[src/rtl/sink_seq_pkg.sv]
`default_nettype none
// ============================================================================
//  Module  : sink_seq_pkg
//  Brief   : Shared types and sizing helpers for the sink run sequencer.
//            Optional index byte controlled by macro SINK_SEQ_INDEX_EN.
//  Revision: 1.0 - initial release
// ============================================================================
package sink_seq_pkg;

    typedef enum logic [1:0] {
        ST_IDLE    = 2'd0,
        ST_CAPTURE = 2'd1,
        ST_SEND    = 2'd2,
        ST_DONE    = 2'd3
    } seq_state_t;

    function automatic int bytes_per_vec(input int num_out);
        return (num_out + 7) / 8;
    endfunction

    function automatic int padded_width(input int num_out);
        return bytes_per_vec(num_out) * 8;
    endfunction

    function automatic int byte_cnt_width(input int num_out);
        return $clog2(bytes_per_vec(num_out) + 1);
    endfunction

`ifdef SINK_SEQ_INDEX_EN
    localparam int c_index_bytes = 1;
`else
    localparam int c_index_bytes = 0;
`endif

endpackage
`default_nettype wire

[src/rtl/vec_byte_packer.sv]
`default_nettype none
// ============================================================================
//  Module  : vec_byte_packer
//  Brief   : Bit-reverses and left-justifies a network vector, then shifts it
//            out MSB byte first. Index byte prepended under SINK_SEQ_INDEX_EN.
//  Revision: 1.0 - initial release
// ============================================================================
module vec_byte_packer
    import sink_seq_pkg::*;
#(
    parameter int NUM_OUT = 8
) (
    input  logic               clk,
    input  logic               arstn,
    input  logic               load,
    input  logic               shift,
    input  logic [NUM_OUT-1:0] vec_in,
`ifdef SINK_SEQ_INDEX_EN
    input  logic [7:0]         idx_in,
`endif
    output logic [7:0]         byte_out,
    output logic               last_byte
);

    localparam int c_pad_w     = padded_width(NUM_OUT);
    localparam int c_sr_w      = c_pad_w + 8 * c_index_bytes;
    localparam int c_num_bytes = bytes_per_vec(NUM_OUT) + c_index_bytes;
    localparam int c_cnt_w     = byte_cnt_width(NUM_OUT);
    localparam logic [c_cnt_w-1:0] c_last_cnt = c_cnt_w'(c_num_bytes - 1);

    logic [c_pad_w-1:0] w_padded;
    logic [c_sr_w-1:0]  w_load_val;
    logic [c_sr_w-1:0]  r_sr;
    logic [c_cnt_w-1:0] r_byte_cnt;

    // Output 0 lands in the MSB; low pad bits stay zero.
    always_comb begin
        w_padded = '0;
        for (int i = 0; i < NUM_OUT; i++) begin
            w_padded[c_pad_w-1-i] = vec_in[i];
        end
    end

`ifdef SINK_SEQ_INDEX_EN
    assign w_load_val = {idx_in, w_padded};
`else
    assign w_load_val = w_padded;
`endif

    // The counter may wrap after the final byte; the next load clears it.
    always_ff @(posedge clk or negedge arstn) begin
        if (!arstn) begin
            r_sr       <= '0;
            r_byte_cnt <= '0;
        end else if (load) begin
            r_sr       <= w_load_val;
            r_byte_cnt <= '0;
        end else if (shift) begin
            r_sr       <= r_sr << 8;
            r_byte_cnt <= r_byte_cnt + c_cnt_w'(1);
        end
    end

    assign byte_out  = r_sr[c_sr_w-1 -: 8];
    assign last_byte = (r_byte_cnt == c_last_cnt);

endmodule
`default_nettype wire

[src/rtl/sink_run_sequencer.sv]
`default_nettype none
// ============================================================================
//  Module  : sink_run_sequencer
//  Brief   : Collects N network output vectors per host command and streams
//            them as bytes. Macro SINK_SEQ_INDEX_EN adds a per-vector index byte.
//  Revision: 1.0 - initial release
// ============================================================================
module sink_run_sequencer
    import sink_seq_pkg::*;
#(
    parameter int NUM_OUT   = 8,
    parameter int CNT_WIDTH = 16
) (
    input  logic                 clk,
    input  logic                 arstn,
    input  logic                 cmd_valid,
    output logic                 cmd_ready,
    input  logic [CNT_WIDTH-1:0] cmd_runs,
    input  logic                 net_valid,
    output logic                 net_ready,
    input  logic [NUM_OUT-1:0]   net_out,
    output logic                 tx_valid,
    input  logic                 tx_ready,
    output logic [7:0]           tx_data,
    output logic                 busy,
    output logic                 done
);

    seq_state_t           r_state;
    seq_state_t           w_state_nxt;
    logic [CNT_WIDTH-1:0] r_remaining;
    logic                 w_cmd_xfer;
    logic                 w_net_xfer;
    logic                 w_tx_xfer;
    logic                 w_last_byte;
    logic                 w_vec_end;

    // Handshake outputs decode straight from the state register.
    assign cmd_ready = (r_state == ST_IDLE);
    assign busy      = (r_state != ST_IDLE);
    assign net_ready = (r_state == ST_CAPTURE);
    assign tx_valid  = (r_state == ST_SEND);
    assign done      = (r_state == ST_DONE);

    assign w_cmd_xfer = cmd_valid & cmd_ready;
    assign w_net_xfer = net_valid & net_ready;
    assign w_tx_xfer  = tx_valid & tx_ready;
    assign w_vec_end  = w_tx_xfer & w_last_byte;

    always_ff @(posedge clk or negedge arstn) begin
        if (!arstn) begin
            r_state <= ST_IDLE;
        end else begin
            r_state <= w_state_nxt;
        end
    end

    always_comb begin
        w_state_nxt = r_state;
        case (r_state)
            ST_IDLE: begin
                if (w_cmd_xfer) begin
                    w_state_nxt = (cmd_runs == '0) ? ST_DONE : ST_CAPTURE;
                end
            end
            ST_CAPTURE: begin
                if (w_net_xfer) begin
                    w_state_nxt = ST_SEND;
                end
            end
            ST_SEND: begin
                if (w_vec_end) begin
                    w_state_nxt = (r_remaining == CNT_WIDTH'(1)) ? ST_DONE : ST_CAPTURE;
                end
            end
            ST_DONE: begin
                w_state_nxt = ST_IDLE;
            end
            default: begin
                w_state_nxt = ST_IDLE;
            end
        endcase
    end

    // Completion is tested on the pre-decrement value, so N = 2^CNT_WIDTH-1 never wraps.
    always_ff @(posedge clk or negedge arstn) begin
        if (!arstn) begin
            r_remaining <= '0;
        end else if (w_cmd_xfer) begin
            r_remaining <= cmd_runs;
        end else if (w_vec_end) begin
            r_remaining <= r_remaining - CNT_WIDTH'(1);
        end
    end

`ifdef SINK_SEQ_INDEX_EN
    logic [7:0] r_vec_idx;

    always_ff @(posedge clk or negedge arstn) begin
        if (!arstn) begin
            r_vec_idx <= '0;
        end else if (w_cmd_xfer) begin
            r_vec_idx <= '0;
        end else if (w_vec_end) begin
            r_vec_idx <= r_vec_idx + 8'd1;
        end
    end
`endif

    vec_byte_packer #(
        .NUM_OUT (NUM_OUT)
    ) u_packer (
        .clk       (clk),
        .arstn     (arstn),
        .load      (w_net_xfer),
        .shift     (w_tx_xfer),
        .vec_in    (net_out),
`ifdef SINK_SEQ_INDEX_EN
        .idx_in    (r_vec_idx),
`endif
        .byte_out  (tx_data),
        .last_byte (w_last_byte)
    );

endmodule
`default_nettype wire

[config.mk]
export PLATFORM = sky130hd
export DESIGN_NAME = sink_run_sequencer
export DESIGN_NICKNAME = d
export VERILOG_FILES = /design/src/rtl/sink_seq_pkg.sv /design/src/rtl/vec_byte_packer.sv /design/src/rtl/sink_run_sequencer.sv
export SDC_FILE = /design/constraint.sdc
export NUM_CORES = 1
export LEC_CHECK = 0
export BUFFER_PORTS_ARGS = -buffer_cell sky130_fd_sc_hd__buf_4
export CAP_MARGIN = 20
export CORE_UTILIZATION = 51
export DETAILED_ROUTE_END_ITERATION = 10
export PLACE_DENSITY = 0.76
export SKIP_LAST_GASP = 1
export SLEW_MARGIN = 20
export SYNTH_ARGS = -nofsm -noshare
export SYNTH_HDL_FRONTEND = slang
export SYNTH_SLANG_ARGS = --single-unit
[constraint.sdc]
create_clock -name clk -period 2.3 [get_ports clk]
set_input_delay 0.115 -clock clk [delete_from_list [all_inputs] [get_ports clk]]
set_output_delay 0.115 -clock clk [all_outputs]
set_load 0.1 [all_outputs]
Word level (Yosys, flattened, before mapping) --
Cells that the tools add are included.
Storage, ports and cells: register bits 27, input bits 29, output and inout port bits 13, logic and storage cells 36
Operators by class: mux-type cells 12, eq/ne operators 7, reductions and logical operators 6, bitwise logic cells 5, add/sub/neg operators 2
Operator list (count):
- 16-bit 2-to-1 mux | 2
- 16-bit by 1-bit == test with 1-bit output (second input constant) | 1
- 16-bit zero test | 1
- 8-bit 2-to-1 mux | 2
- 16-bit by 1-bit subtractor with 16-bit output (second input constant) | 1
- 2-bit 2-to-1 mux | 5
- 2-bit one-hot mux with 4 select lines | 1
- 2-bit by 1-bit != test with 1-bit output (second input constant) | 3
- 2-bit nonzero test | 3
- 1-bit AND | 4
- 2-bit == test (second input constant) | 2
- 3-bit AND reduction | 1
- 2-bit by 1-bit == test with 1-bit output (second input constant) | 1
- 2-bit zero test | 1
- 1-bit 2-to-1 mux | 2
- 1-bit adder (second input constant) | 1
- 1-bit inverter | 1

Logic depth before layout (Yosys ltp) --
Gate-level depths: netlist (run 1).
depth after elaboration 5, depth in mapped cells 6, mapped depth without buffers 5

Modules after synthesis --
From an unflattened synthesis (run 1), not the netlist that was laid out.
Unflattened totals: cell total of the unflattened synthesis 154, area total of the unflattened synthesis 1486.4 sq um
By module, submodules not included:
- sink_run_sequencer | area each 1148.6 sq um, times used 1, cells each 132
- vec_byte_packer | area each 337.8 sq um, times used 1, cells each 22

Worst setup path before layout (run 1) --
OpenSTA, ideal clock, no wires.
path kind reg2reg, start point register r_state[0], end point register u_packer.r_sr[1], in the netlist u_packer.byte_out[1], cell stages (with the launch flop) 6, slack -543 ps, arrival time 2707 ps, path through dfrtp_1 -> clkbuf_1 -> nor2b_1 -> nand2_1 -> o22ai_1 -> a21oi_1
On the way: longest elaborated chain between the ends 3
Ends and longest elaborated chain:
- start, declared | RTL line sink_run_sequencer.sv:29 | seq_state_t r_state;
- start signal, assigned | RTL line sink_run_sequencer.sv:54 | r_state <= w_state_nxt;
- 2-bit by 1-bit == test with 1-bit output * | RTL line sink_run_sequencer.sv:41 | assign net_ready = (r_state == ST_CAPTURE);
- named net net_ready | RTL line sink_run_sequencer.sv:20 | output logic net_ready,
- 1-bit AND * | RTL line sink_run_sequencer.sv:46 | assign w_net_xfer = net_valid & net_ready;
- 8-bit 2-to-1 mux / 2-bit nonzero test (equally long branches)
- end signal, assigned | RTL line vec_byte_packer.sv:56 | r_sr <= w_load_val;
- end signal, assigned | RTL line vec_byte_packer.sv:59 | r_sr <= r_sr << 8;
- end, declared | RTL line vec_byte_packer.sv:33 | logic [c_sr_w-1:0] r_sr;
Mark *: on every way through the listed nets, which the timed path passes. The rest lies on a longest branch. A chain may end at the register's enable or synchronous reset.

Final worst setup path (run 1) --
start point register r_remaining[3], end point register r_remaining[12]
On the way: longest elaborated chain between the ends 3
Ends and longest elaborated chain:
- start, declared | RTL line sink_run_sequencer.sv:31 | logic [CNT_WIDTH-1:0] r_remaining;
- start signal, assigned | RTL line sink_run_sequencer.sv:90 | r_remaining <= cmd_runs;
- start signal, assigned | RTL line sink_run_sequencer.sv:92 | r_remaining <= r_remaining - CNT_WIDTH'(1);
- 16-bit by 1-bit subtractor with 16-bit output | RTL line sink_run_sequencer.sv:92
- 16-bit 2-to-1 mux | RTL line sink_run_sequencer.sv:91 | end else if (w_vec_end) begin
- 16-bit 2-to-1 mux | RTL line sink_run_sequencer.sv:89 | end else if (w_cmd_xfer) begin
Every way passes these cells. The select of a mux whose other input is x is not followed.

==> metrics, run 1 <==
Layout Cells excl Fill=243; crit end category=register; Main synth FF type=dfrtp_1; DIE WIDTH=56.71 µm; vias in the first global route=1444; Detailed Route WL=4052 µm; gr usage total=0.2690; pin count of the biggest net entering global routing=28; Distinct cells, synth=40; Yosys reg bits=27; peak fanout along the critical path=9; most frequent cells in the layout=buf_4 (45), dfrtp_1 (27), nand2_1 (25), a21oi_1 (11), nor4_1 (10); Post-synth EDFFs=0; Crit path arrival time=2.32 ns; CTS sink cnt=27; sequential power share=0.314; Via Count=1538; clk_skew=0.01189 ns; CTS Hold Bufs=1; Synthesized Nets=202; FF+latch area=675.6 µm²; most common cell after layout, fill and taps aside=buf_4; RSZ-0062 raised after global routing=false; Pwr Density=1589 nW/µm²; final setup vio count=0; final core occ=0.6811; sequential cell area fraction in the yosys report=0.4426; switching power=1.739 mW; filler cell count=242; cell-internal power=1.297 mW; fmax=0.4836 GHz; total power=3.036 mW; post-DP HPWL=3083 µm; DP Cell Count=237; H-tree depth=1; Resize count post-CTS=0; Combinational Power Share=0.620; grt ovf=0; worst min-delay path category=input port to register; Routed Antenna Nets=0; Root Driver=clkbuf_4; status=finished with violations; Avg Synthesized Cell Area=8.927 µm²; footprint of the multi-input gates=797.0 µm²; violated checks=design-rule violations; post-synthesis cell area=1526 µm²; Clock Path Buffers=2; asr flop ratio synth=1.000; Setup TNS Final=0 ns; Total Die Area=3216 µm²; Starting Density=0.5442; Die H=56.71 µm; fin crit share=0.8991; Slew Limit Fails=0; critical path class=register to register; IR drop worst, VDD=1.295 mV; first-pass GRT wire length=6686 µm; Num CTS Buffers=3; crit path time final=2.068 ns; drt pass-1 iters=7; post-CTS setup buffers=0; Sw Ratio=0.5729; Core Box Area=2805 µm²; DRC=5; flop2flop setup slack=0.23 ns; Synth warnings=0; Tightest Pin Transition=0.4786 ns; GP Congestion=0.8500; FP Rows=19; CTS tree=yes; DR iter-0 viols=93; DR WL/cell=16.67 µm; Max transition margin=0.6780; cell leakage power=0.8270 nW; Vias/cell=6.329; clock slew seen by the registers of the worst setup and hold paths=0.15 ns; Area Overhead vs Synth=25.16%; Mapped Cells=171; Nets=244; Worst EP required=2.55 ns; number of diodes=0; PortBufs=41; startpoint types=register; initial antenna violation count=0; Clk pwr share=0.066; io pins=42; latest clock arrival within the worst-skew pair=0.32 ns; fraction of layout cells with a size suffix above 1=0.2642; Final Hold Vio Count=0; Max Cap Viol=0
logic make-up after synthesis:
family | count (synthesis) | synth area share
flops | 27 | 0.4426
fa+ha+maj | 2 | 0.01639
compound gates | 53 | 0.2377
simple gates | 75 | 0.2647
buf+inv | 14 | 0.03853
synth_stat cells (2+ instances only):
| cell type | n | area, µm² |
|---|---|---|
| dfrtp_1 | 27 | 675.7 |
| nand2_1 | 25 | 93.84 |
| a21oi_1 | 11 | 55.05 |
| nor4_1 | 10 | 62.56 |
| nand3_1 | 9 | 45.04 |
| o21ai_0 | 8 | 40.04 |
| clkbuf_1 | 7 | 26.28 |
| o22ai_1 | 7 | 43.79 |
| nor2_1 | 6 | 22.52 |
| o211ai_1 | 6 | 45.04 |
| o311ai_0 | 6 | 52.55 |
| inv_1 | 4 | 15.01 |
| nand2b_1 | 4 | 25.02 |
| nor2b_1 | 4 | 25.02 |
| or3_1 | 3 | 18.77 |
| or4_1 | 3 | 22.52 |
| a221o_1 | 2 | 20.02 |
| a22oi_1 | 2 | 15.01 |
| and2_1 | 2 | 12.51 |
| buf_2 | 2 | 10.01 |
| ha_1 | 2 | 25.02 |
| nor3_1 | 2 | 10.01 |
| or2_2 | 2 | 12.51 |
critical path, stage by stage, from the launching register on:
cell     delay (ns)
dfrtp_1        0.46
nor4_1         0.49
nand3_1        0.37
or4_1          0.58
nand3_1        0.11
sequential cells by signal, summed over array words and instances, names as in the netlist:
signal / cells
u_packer.byte_out: 8
r_state: 2
r_remaining: 16
u_packer.r_byte_cnt: 1
final cells by class:
| type | count | area share |
|---|---|---|
| multi-input combinational | 130 | 0.4172 |
| inverter | 4 | 0.007859 |
| clock buffer | 4 | 0.01375 |
| tap | 31 | 0.02030 |
| sequential | 27 | 0.3536 |
| timing repair buffer | 47 | 0.1873 |
through the flow:
step | hold WS (ns) | worst slack (ns) | area (µm²)
after detailed placement | 0.05437 | 0.3328 | 1864
after global placement | 0.04078 | 0.3923 | 1864
after global routing | 0.009611 | 0.1156 | 1911
after floorplan | -0.1806 | 0.05572 | 1531
after CTS | 0.007433 | 0.3136 | 1901
final | 0.01573 | 0.2321 | 1911
layer usage:
layer,part of all wire,track usage,up-vias
met5,0,0,-
met4,0.0059,0.05357,0
met3,0.068,0.02535,4
met2,0.48,0.4643,69
met1,0.44,0.3676,730
li1,-,-,735
worst paths after layout:
path | from | endpoint | depth (start not counted)
min in group asynchronous | arstn | r_remaining[5]$_DFFE_PN0P_ | 2
max | r_remaining[3]$_DFFE_PN0P_ | r_remaining[12]$_DFFE_PN0P_ | 4
max reg2reg | r_remaining[3]$_DFFE_PN0P_ | r_remaining[12]$_DFFE_PN0P_ | 4
min reg2reg | u_packer.byte_out[5]$_DFFE_PN0P_ | u_packer.byte_out[5]$_DFFE_PN0P_ | 2
max in group asynchronous | arstn | r_remaining[10]$_DFFE_PN0P_ | 2
min | cmd_runs[5] | r_remaining[5]$_DFFE_PN0P_ | 3
power by group through the flow:
stage	Clock [mW]	Combinational, mW	Sequential, mW
final	0.202	1.88	0.953
after global routing	0.223	2.00	0.990
after CTS	0.209	1.88	0.946
after detailed placement	0	1.88	0.956
after global placement	0	1.86	0.938
after floorplan	0	0.997	1.39
(Power assumes the default switching activity.)
==> run 2, diff against run 1 <==
--- a/config.mk
+++ b/config.mk
@@ -7,9 +7,9 @@
 export LEC_CHECK = 0
 export BUFFER_PORTS_ARGS = -buffer_cell sky130_fd_sc_hd__buf_4
 export CAP_MARGIN = 20
-export CORE_UTILIZATION = 51
+export CORE_UTILIZATION = 46
 export DETAILED_ROUTE_END_ITERATION = 10
-export PLACE_DENSITY = 0.76
+export PLACE_DENSITY = 0.72
 export SKIP_LAST_GASP = 1
 export SLEW_MARGIN = 20
 export SYNTH_ARGS = -nofsm -noshare
==> constraint.sdc (replaced) <==
create_clock -name clk -period 1.7 [get_ports clk]
set_input_delay 0.085 -clock clk [delete_from_list [all_inputs] [get_ports clk]]
set_output_delay 0.085 -clock clk [all_outputs]
set_load 0.1 [all_outputs]
==> metrics, run 2 (same netlist as run 1, synthesis figures left out) <==
DP Cell Count=272; CTS tree=yes; IR drop worst, VDD=1.669 mV; grt ovf=0; DRC=0; Vias/cell=5.980; worst hold path stage count=3; number of diodes=0; Root Driver=clkbuf_4; first-pass GRT wire length=7624 µm; Starting Density=0.4919; DR iter-0 viols=237; Clock Path Buffers=2; Biggest register=r_remaining; clk_skew=0.002854 ns; worst min-delay path category=input port to register; Max Cap Viol=0; critical path class=register to register; fraction of layout cells with a size suffix above 1=0.3922; switching power=2.668 mW; Tightest Pin Transition=0.3866 ns; vias in the first global route=1679; Crit path arrival time=2.09 ns; Max transition margin=0.7386; final core occ=0.7774; cell-internal power=2.219 mW; cell leakage power=1.049 nW; fmax=0.5587 GHz; peak fanout along the critical path=4; most common cell after layout, fill and taps aside=buf_4; Detailed Route WL=4967 µm; Pwr Density=2026 nW/µm²; crit end category=register; Core Box Area=3103 µm²; Via Count=1788; GP Congestion=0.9715; Die H=59.61 µm; violated checks=negative setup slack; Worst EP required=2.00 ns; filler cell count=212; slack of the critical path=-0.08975 ns; drt pass-1 iters=4; Hold Path Sink=u_packer.byte_out[6]$_DFFE_PN0P_; Total Die Area=3553 µm²; latest clock arrival within the worst-skew pair=0.34 ns; crit path time final=1.790 ns; Nets=287; clock slew seen by the registers of the worst setup and hold paths=0.15 ns; PortBufs=41; initial antenna violation count=0; startpoint types=register; worst r2r src=r_remaining[3]$_DFFE_PN0P_; Slew Limit Fails=0; worst reg2reg path endpoint=r_remaining[15]$_DFFE_PN0P_; pin count of the biggest net entering global routing=28; Clk pwr share=0.061; RSZ-0062 raised after global routing=true; H-tree depth=1; post-DP HPWL=3372 µm; hold path start=net_out[1]; fin crit share=1.053; R2R cell count=4; Final Hold Vio Count=0; Layout Cells excl Fill=299; Routed Antenna Nets=0; gr usage total=0.2885; flop2flop setup slack=-0.09 ns; status=finished with violations; sequential power share=0.255; max reg flops=16; Area Overhead vs Synth=58.03%; Sw Ratio=0.5459; Num CTS Buffers=3; FP Rows=20; Combinational Power Share=0.684; io pins=42; DIE WIDTH=59.61 µm; most frequent cells in the layout=buf_4 (72), dfrtp_1 (27), nand2_1 (24), dlygate4sd3_1 (18), a21oi_1 (11); DR WL/cell=16.61 µm; CTS sink cnt=27; final setup vio count=6
## run 2: per-stage QoR
stage                     hold slack (ns)  TNS (ns)  total power [mW]  instance area [µm²]  setup slack (ns)
after floorplan                   -0.2106   -0.2980             3.355                 1589           -0.1990
after global placement            0.01975  -0.03420             4.147                 2077          -0.01948
after detailed placement          0.02548   -0.3429             4.226                 2077          -0.08629
after CTS                        0.003016   -0.1616             4.681                 2337          -0.06236
after global routing              0.02614   -0.7115             5.124                 2412           -0.1332
final                            0.005200   -0.2409             4.887                 2412          -0.08975
## run 2: how the worst max path moves through the flow
stage / from / end / slack (ns)
5_1_grt: r_state[0]$_DFFE_PN0P_ / r_remaining[4]$_DFFE_PN0P_ / -0.13
6_report: r_remaining[3]$_DFFE_PN0P_ / r_remaining[15]$_DFFE_PN0P_ / -0.09
3_3_place_gp: r_state[0]$_DFFE_PN0P_ / r_remaining[8]$_DFFE_PN0P_ / -0.02
2_1_floorplan: r_state[0]$_DFFE_PN0P_ / r_state[1]$_DFFE_PN0P_ / -0.20
4_1_cts: r_remaining[3]$_DFFE_PN0P_ / r_remaining[15]$_DFFE_PN0P_ / -0.06
3_5_place_dp: r_remaining[3]$_DFFE_PN0P_ / r_remaining[11]$_DFFE_PN0P_ / -0.09
## run 2: repair_timing
| action | 4_1_cts | 5_1_grt |
|---|---|---|
| hold buffers | 18 | 0 |
| resized for setup | 7 | 13 |
| setup endpoints to repair | 10 | 12 |
| buffers inserted | 3 | 2 |
| pin swaps | 1 | 3 |
| hold endpoints to repair | 44 | 0 |
## run 2: metal layers
layer,wire [µm],global-route usage,vias to the layer above
met5,0,0,-
met4,166,0.1329,0
met3,364,0.04367,24
met2,2452,0.4815,110
met1,1984,0.3669,833
li1,-,-,821
## run 2: power by group through the flow
stage               sequential [mW]  clock, mW  combinational [mW]
floorplan                      1.89          0                1.47
global placement               1.20          0                2.95
detailed placement             1.22          0                3.01
CTS                            1.20      0.310                3.17
global route                   1.27      0.324                3.53
finish                         1.24      0.298                3.34
## run 2: cell type report
type | count | area (µm²) | share of cell area
multi-input cells | 130 | 914.6 | 0.3791
well taps | 44 | 55.05 | 0.02282
repair buffers | 90 | 720.7 | 0.2988
inverters | 4 | 18.77 | 0.007780
clock buffers | 3 | 22.52 | 0.009336
clock inverters | 1 | 5.005 | 0.002075
flip-flops and latches | 27 | 675.6 | 0.2801
## run 2: critical path, stage by stage, from the launching register on
cell,delay [ns]
dfrtp_1,0.43
or3_4,0.39
or3_4,0.42
or4_4,0.43
nand3_2,0.08
